### src/rtl/image_zero_sched_pkg.sv
// Shared definitions for the zero-point/ReLU output-stage sequencer.
package image_zero_sched_pkg;
  localparam int PIPE_LAT_DEF = 2;

  typedef enum logic [2:0] {
    IDLE  = 3'd0,
    LOAD  = 3'd1,
    RUN   = 3'd2,
    DRAIN = 3'd3,
    DONE  = 3'd4
  } state_e;
endpackage

### src/rtl/image_zero_loop_cnt.sv
// Nested col/row/grp beat counter; col fastest. last flags the final beat of the tile.
module image_zero_loop_cnt #(
  parameter int COL_W = 12,
  parameter int ROW_W = 12,
  parameter int CH_W  = 10
) (
  input  logic             clk,
  input  logic             rst_n,
  input  logic             clr,
  input  logic             en,
  input  logic [COL_W-1:0] num_col,
  input  logic [ROW_W-1:0] num_row,
  input  logic [CH_W-1:0]  num_grp,
  output logic             last
);
  logic [COL_W-1:0] col;
  logic [ROW_W-1:0] row;
  logic [CH_W-1:0]  grp;
  logic             col_end, row_end, grp_end;

  assign col_end = (col == num_col - COL_W'(1));
  assign row_end = (row == num_row - ROW_W'(1));
  assign grp_end = (grp == num_grp - CH_W'(1));
  assign last    = col_end & row_end & grp_end;

  always_ff @(posedge clk or negedge rst_n) begin
    if (!rst_n) begin
      col <= '0;
      row <= '0;
      grp <= '0;
    end else if (clr) begin
      col <= '0;
      row <= '0;
      grp <= '0;
    end else if (en) begin
      if (col_end) begin
        col <= '0;
        if (row_end) begin
          row <= '0;
          grp <= grp_end ? '0 : grp + CH_W'(1);
        end else begin
          row <= row + ROW_W'(1);
        end
      end else begin
        col <= col + COL_W'(1);
      end
    end
  end
endmodule

### src/rtl/image_zero_sched.sv
// Sequencer for the zero-point-add / ReLU stage: issues upstream pops, tracks the
// fixed-latency datapath with a valid/last delay line, drains, and pulses done per tile.
module image_zero_sched
  import image_zero_sched_pkg::*;
#(
  parameter int COL_W    = 12,
  parameter int ROW_W    = 12,
  parameter int CH_W     = 10,
  parameter int PIPE_LAT = PIPE_LAT_DEF
) (
  input  logic             clk,
  input  logic             rst_n,
  input  logic             start,
  input  logic [7:0]       cfg_zero,
  input  logic [COL_W-1:0] cfg_col,
  input  logic [ROW_W-1:0] cfg_row,
  input  logic [CH_W-1:0]  cfg_ch_grp,
  input  logic             src_empty,
  output logic             src_rd_en,
  output logic [7:0]       zero_data_out,
  input  logic             dst_almost_full,
  output logic             dst_wr_en,
  output logic             dst_last,
  output logic             busy,
  output logic             done
);
  state_e             state;
  logic [COL_W-1:0]   num_col;
  logic [ROW_W-1:0]   num_row;
  logic [CH_W-1:0]    num_grp;
  logic               issued_last;
  logic               cnt_last;
  logic               cfg_empty;
  logic               accept;
  logic [PIPE_LAT:1]  vld_pipe;
  logic [PIPE_LAT:1]  last_pipe;

  assign cfg_empty = (cfg_col == '0) || (cfg_row == '0) || (cfg_ch_grp == '0);
  assign accept    = (state == IDLE) && start;
  assign src_rd_en = (state == RUN) && !src_empty && !dst_almost_full && !issued_last;
  assign dst_wr_en = vld_pipe[PIPE_LAT];
  assign dst_last  = last_pipe[PIPE_LAT];

  image_zero_loop_cnt #(
    .COL_W(COL_W),
    .ROW_W(ROW_W),
    .CH_W (CH_W)
  ) u_loop_cnt (
    .clk    (clk),
    .rst_n  (rst_n),
    .clr    (accept),
    .en     (src_rd_en),
    .num_col(num_col),
    .num_row(num_row),
    .num_grp(num_grp),
    .last   (cnt_last)
  );

  always_ff @(posedge clk or negedge rst_n) begin
    if (!rst_n) begin
      vld_pipe  <= '0;
      last_pipe <= '0;
    end else begin
      vld_pipe  <= {vld_pipe[PIPE_LAT-1:1],  src_rd_en};
      last_pipe <= {last_pipe[PIPE_LAT-1:1], src_rd_en & cnt_last};
    end
  end

  always_ff @(posedge clk or negedge rst_n) begin
    if (!rst_n) begin
      state         <= IDLE;
      num_col       <= '0;
      num_row       <= '0;
      num_grp       <= '0;
      zero_data_out <= '0;
      issued_last   <= 1'b0;
      busy          <= 1'b0;
      done          <= 1'b0;
    end else begin
      done <= 1'b0;
      case (state)
        IDLE: if (start) begin
          num_col       <= cfg_col;
          num_row       <= cfg_row;
          num_grp       <= cfg_ch_grp;
          zero_data_out <= cfg_zero;
          issued_last   <= 1'b0;
          busy          <= 1'b1;
          state         <= cfg_empty ? DONE : LOAD;
          done          <= cfg_empty;
        end
        LOAD: state <= RUN;
        RUN: if (src_rd_en && cnt_last) begin
          issued_last <= 1'b1;
          state       <= DRAIN;
        end
        // Leave once only the output stage can still hold a beat, so the pipe is
        // empty in the DONE cycle and done lands right after the final write.
        DRAIN: if (~|vld_pipe[PIPE_LAT-1:1]) begin
          state <= DONE;
          done  <= 1'b1;
        end
        DONE: begin
          busy  <= 1'b0;
          state <= IDLE;
        end
        default: state <= IDLE;
      endcase
    end
  end
endmodule

### config.mk
export PLATFORM = sky130hd
export DESIGN_NAME = image_zero_sched
export DESIGN_NICKNAME = d
export VERILOG_FILES = /design/src/rtl/image_zero_sched_pkg.sv /design/src/rtl/image_zero_loop_cnt.sv /design/src/rtl/image_zero_sched.sv
export SDC_FILE = /design/constraint.sdc
export NUM_CORES = 1
export LEC_CHECK = 0
export ABC_AREA = 1
export ABC_CLOCK_PERIOD_IN_PS = 2300
export CAP_MARGIN = 20
export CORE_ASPECT_RATIO = 1.25
export CORE_MARGIN = 4
export CORE_UTILIZATION = 57
export CTS_CLUSTER_DIAMETER = 200
export DETAILED_ROUTE_END_ITERATION = 7
export MAX_ROUTING_LAYER = met4
export PLACE_DENSITY_LB_ADDON = 0.15
export SYNTH_ARGS = -nofsm -noshare
export SYNTH_HDL_FRONTEND = slang
export SYNTH_SLANG_ARGS = --single-unit
### constraint.sdc
create_clock -name clk -period 2.3 [get_ports clk]
set_input_delay 0.46 -clock clk [delete_from_list [all_inputs] [get_ports clk]]
set_output_delay 0.46 -clock clk [all_outputs]
set_load 0.03 [all_outputs]
## After elaboration in Yosys (flattened, before gate mapping)

Cells that the tools add are included.

| word-level totals | value |
|---|---|
| logic and storage cells | 82 |
| bits of input ports | 47 |
| output and inout port bits | 13 |
| register bits after elaboration | 86 |

| operators by class | value |
|---|---|
| reductions and logical operators | 25 |
| muxes and demuxes | 25 |
| bitwise gates (word level) | 3 |
| eq/ne operators | 10 |
| add/sub/neg operators | 6 |

Operators with widths:

| cell | count |
|---|---|
| $mux 12 | 7 |
| $mux 10 | 5 |
| $add 12x1->12 const B | 2 |
| $eq 12x12->1 | 2 |
| $logic_not 12->1 | 2 |
| $sub 12x1->12 const B | 2 |
| $mux 3 | 4 |
| $pmux 3 s4 | 1 |
| $add 10x1->10 const B | 1 |
| $eq 10x10->1 | 1 |
| $logic_not 10->1 | 1 |
| $reduce_bool 2->1 | 5 |
| $sub 10x1->10 const B | 1 |
| $reduce_and 3->1 | 3 |
| $eq 3x2->1 const B | 2 |
| $pmux 1 s2 | 3 |
| $reduce_and 2->1 | 3 |
| $logic_and 1x1->1 | 5 |
| $mux 1 | 5 |
| $ne 2x2->1 const B | 2 |
| $and 1x1->1 | 3 |
| $eq 3x1->1 const B | 1 |
| $eq 3x3->1 const B | 1 |
| $logic_not 1->1 | 3 |
| 3 further kinds | 4 |

## Depth between registers and ports, before layout

| depth | value |
|---|---|
| depth in word-level cells | 7 |
| gate-level depth with buffers | 19 |
| mapped depth without buffers | 18 |

## Cells and area by module

From an unflattened synthesis, not the netlist that was laid out.

| second synthesis, totals | value |
|---|---|
| cells, all modules | 825 |
| area total of the unflattened synthesis | 5,596.6 µm² |

Modules (own cells, without submodules):

| module | cells each | area each (µm²) | times used | sequential area each (µm²) |
|---|---|---|---|---|
| image_zero_loop_cnt | 577 | 3,465.8 | 1 | 850.8 |
| image_zero_sched | 248 | 2,130.8 | 1 | 1,301.2 |

## Least setup slack after synthesis

OpenSTA, ideal clock, no wires.

| timing | value |
|---|---|
| kind | flip-flop to flip-flop |
| from | register state[0] |
| to | register u_loop_cnt.col[10] |
| cell stages (with the launch flop) | 11 |
| arrival time | 1,925 ps |
| slack | 256 ps |
| setup time | 119 ps |
| path buffers | 1 |
| path through | dfrtp_1 nor2_1 nand2_1 nor4_4 nor2_1 inv_2 buf_2 nand3_1 nor2_1 xnor2_1 nor2_1 |

| between the ends | value |
|---|---|
| longest elaborated chain between the ends | 5 |
| elaborated cells on any way between the ends | 8 |
| those cells by class | 1 x eq/ne; 1 x mux; 6 x reduce/logical |

RTL lines:

| what | line | source |
|---|---|---|
| from (decl) | image_zero_sched.sv:27 | `state_e state;` |
| from (signal assigned) | image_zero_sched.sv:89 | `state <= cfg_empty ? DONE : LOAD;` |
| $eq 3x2->1 | image_zero_sched.sv:40 | `assign src_rd_en = (state == RUN) && !src_empty && !dst_almost_full && !issued_last;` |
| $logic_and 1x1->1 (3 in series) | image_zero_sched.sv:40 |  |
| via src_rd_en | image_zero_sched.sv:19 | `output logic src_rd_en,` |
| $reduce_bool 2->1 (no source line) | n/a |  |
| to (signal assigned) | image_zero_loop_cnt.sv:45 | `col <= col + COL_W'(1);` |
| to (decl) | image_zero_loop_cnt.sv:16 | `logic [COL_W-1:0] col;` |

The timed path passes the listed nets, and every way through them passes these cells.
A chain may end at the register's enable or synchronous reset.

## Worst setup path in the final report

| timing | value |
|---|---|
| from | register num_row[0] |
| to | register u_loop_cnt.row[2] |

| between the ends | value |
|---|---|
| longest elaborated chain between the ends | 6 |

RTL lines:

| what | line | source |
|---|---|---|
| from (decl) | image_zero_sched.sv:29 | `logic [ROW_W-1:0] num_row;` |
| from (signal assigned) | image_zero_sched.sv:84 | `num_row <= cfg_row;` |
| $sub 12x1->12 | image_zero_loop_cnt.sv:22 | `assign row_end = (row == num_row - ROW_W'(1));` |
| $eq 12x12->1 | image_zero_loop_cnt.sv:22 |  |
| $mux 12 | image_zero_loop_cnt.sv:38 | `if (row_end) begin` |
| $mux 12 | image_zero_loop_cnt.sv:36 | `if (col_end) begin` |
| $mux 12 | image_zero_loop_cnt.sv:35 | `end else if (en) begin` |
| $mux 12 | image_zero_loop_cnt.sv:31 | `end else if (clr) begin` |
| to (signal assigned) | image_zero_loop_cnt.sv:42 | `row <= row + ROW_W'(1);` |
| to (decl) | image_zero_loop_cnt.sv:17 | `logic [ROW_W-1:0] row;` |

Every way passes these cells. The select of a mux whose other input is x is not followed.

==> impl_metrics.ini <==
[timing]
maxSlewHeadroom = 0.580
drv_slew = 0
min_period_ns = 2.26
worst_pin_slew_ns = 0.624
fin_skew_ns = 0.00944
post-route-period-util = 0.981
fmax_ghz = 0.443
hold_viol = 0
finalSetupViolCount = 0

[routing]
routed_wl_microns = 13600
vias_per_cell = 5.37
postRouteAntennaNets = 0
dr.pass1.iters = 5
num_vias = 5151
drtIter0Drc = 250
wl_per_cell_microns = 14.2
drc = 0

[die]
die_x_microns = 95.2
start_util = 0.587
coreArea_sq_um = 9220
die_area_sq_um = 11100
io_pins = 60
die_y_microns = 117
rows = 39

[synth]
synth.distinct_cells = 41
syn_area_per_cell_sq_um = 7.09
synth_cells = 763
syn_nets = 816
seq_area_frac_synth = 0.398
syn-cell-area_sq_um = 5410
synth_warnings = 0
synth-seq-cells = 86

[setup_path]
cpMostUsedCell = nand2_1
cpMaxStageDelayCell = dfrtp_1
worstPathRequired_ns = 2.52
cp_max_fo = 7
worstSetupEndpointType = flop
reg2reg_slack_ns = 0.04
start_kind = flop
startpoint = num_row[0]$_DFFE_PN0P_
max_stage_delay_ns = 0.38
r2r-start = num_row[0]$_DFFE_PN0P_
path_cells = inv_2, ha_4, nand2_1, nor2_2, nand2_2, nand2_2, nand2_1, nand2_1, nand2_1, nor3_1, nand3b_1, nand3_1, o21ai_0
critPathArrivalTime_ns = 2.47
crit_type = flop to flop

[placed_design]
port_buffers = 59
place.gp.congestion = 0.963
place_area_sq_um = 6180
dp_hpwl_microns = 10100

[power]
power_mw = 7.73
ir_drop_mv = 0.648
leakage_nw = 3.19
power.density_nw_per_um2 = 1160

[cells_and_area]
antennaDiodeCount = 0
stdcell_area_sq_um = 6660
mostFrequentLayoutCell = nand2_1
layout-drive-gt1-share = 0.110
syn2layout_area_growth_pct = 23.0
layout_common_cells = nand2_1 (257), dfrtp_1 (86), inv_1 (79), nor2_1 (62), nand3_1 (62)
nets = 885

[clock_network]
cts.path.max_buffers = 2
cts_tree = yes
cts-hold-fix-buffers = 0
clock-sinks = 86
cts_made_buffers = 9
cts_max_level = 3
root_buffer = clkbuf_16
clkSlewWorstSetupHoldPaths_ns = 0.06
clock_latency_ns = 0.35

[hold_path]
hold_class = primary input to asynchronous set/reset pin

[global_route]
gr-total-overflow = 0
grt_pass1_wl_microns = 22400
antenna_found_initial = 0
grt_usage = 0.264
grt_pass1_vias = 5080
grt_max_degree = 40

[outcome]
outcome = completed

[run]
maxCapViolCount = 0
==> cells in the mapped netlist, drive strengths merged <==
library cell | number | area share
xnor2 | 10 | 0.016
dfrtp | 86 | 0.40
nand2 | 270 | 0.20
o31ai | 1 | 0.0014
a31oi | 1 | 0.0012
and2 | 1 | 0.0012
nor2 | 76 | 0.060
o211ai | 1 | 0.0014
o32ai | 2 | 0.0032
inv | 89 | 0.063
and3 | 1 | 0.0012
a21oi | 4 | 0.0037
o22ai | 3 | 0.0035
clkinv | 1 | 0.00069
o21bai | 2 | 0.0028
nor4 | 12 | 0.017
nor3 | 11 | 0.010
clkbuf | 12 | 0.0083
nand3 | 68 | 0.066
nand3b | 11 | 0.015
a211oi | 1 | 0.0014
xor2 | 25 | 0.040
o21ai | 53 | 0.057
nand4 | 8 | 0.0092
or2 | 4 | 0.0046
ha | 6 | 0.014
buf | 4 | 0.0053
==> registers in the layout, summed over array words and instances (netlist names) <==
signal / count
issued_last: 1
vld_pipe: 2
done: 1
num_grp: 10
u_loop_cnt.row: 12
busy: 1
u_loop_cnt.col: 12
num_col: 12
last_pipe: 2
u_loop_cnt.grp: 10
state: 3
num_row: 12
zero_data_out: 8
==> where the power goes <==
group / internal [mW] / total (mW) / switching [mW]
clock: 1.09 / 1.70 / 0.616
combinational: 1.34 / 3.57 / 2.23
sequential: 2.00 / 2.46 / 0.460
==> what timing repair did <==
item / in CTS / in global routing
setup endpoints to repair: 4 / 23
gates resized for setup: 1 / 20
cloned: 0 / 1
setup buffers: 0 / 3
pin swaps: 0 / 10
==> metrics by stage <==
| stage | utilization | instances | setup slack, ns | TNS, ns | hold slack (ns) |
|---|---|---|---|---|---|
| 6_report | 0.722 | 960 | 0.0441 | 0 | 0.0472 |
| 2_1_floorplan | - | 763 | 0.256 | 0 | 0.164 |
| 3_3_place_gp | 0.670 | 940 | 0.108 | 0 | 0.333 |
| 3_5_place_dp | 0.670 | 940 | 0.00426 | 0 | 0.347 |
| 5_1_grt | 0.722 | 960 | -0.0795 | -0.749 | 0.0767 |
| 4_1_cts | 0.708 | 956 | 0.0397 | 0 | 0.0618 |
==> kinds of logic after synthesis <==
logic type	share of synthesized area
flops	0.398
simple gates	0.380
compound gates	0.0751
xor+xnor	0.0566
buf+inv	0.0770
fa+ha+maj	0.0139
==> layout make-up <==
type / instances / area [sq um]
Timing Repair Buffer: 73 / 719
Fill cell: 695 / 2570
Multi-Input combinational cell: 572 / 2940
Sequential cell: 86 / 2150
Inverter: 90 / 345
Clock inverter: 6 / 109
Clock buffer: 10 / 239
Tap cell: 123 / 154
==> routing by layer <==
layer / part of all wire / wire length [microns] / GRT usage
met1: 0.40 / 5410 / 0.290
met2: 0.52 / 7110 / 0.468
met3: 0.043 / 578 / 0.0377
met4: 0.037 / 501 / 0.119
met5: 0 / 0 / -
==> path summary, 6_finish.rpt <==
check,cells after the start,endpoint
worst max-delay path,13,u_loop_cnt.row[2]$_DFFE_PN0P_
worst min-delay path,1,num_row[2]$_DFFE_PN0P_
worst max register to register,13,u_loop_cnt.row[2]$_DFFE_PN0P_
worst min register to register,0,last_pipe[2]$_DFF_PN0_
max in group asynchronous,2,u_loop_cnt.grp[7]$_DFFE_PN0P_
min in group clk,0,last_pipe[2]$_DFF_PN0_
==> critical path: cells and delay by family, from the launching register on <==
kind                     cells  cell delay, ns
AND/OR/NAND/NOR             10            1.37
flip-flops                   1            0.38
adder cells (fa/ha/maj)      1            0.15
buffers and inverters        1            0.11
AO/OA/AOI/OAI                1            0.09
(Power assumes the default switching activity.)
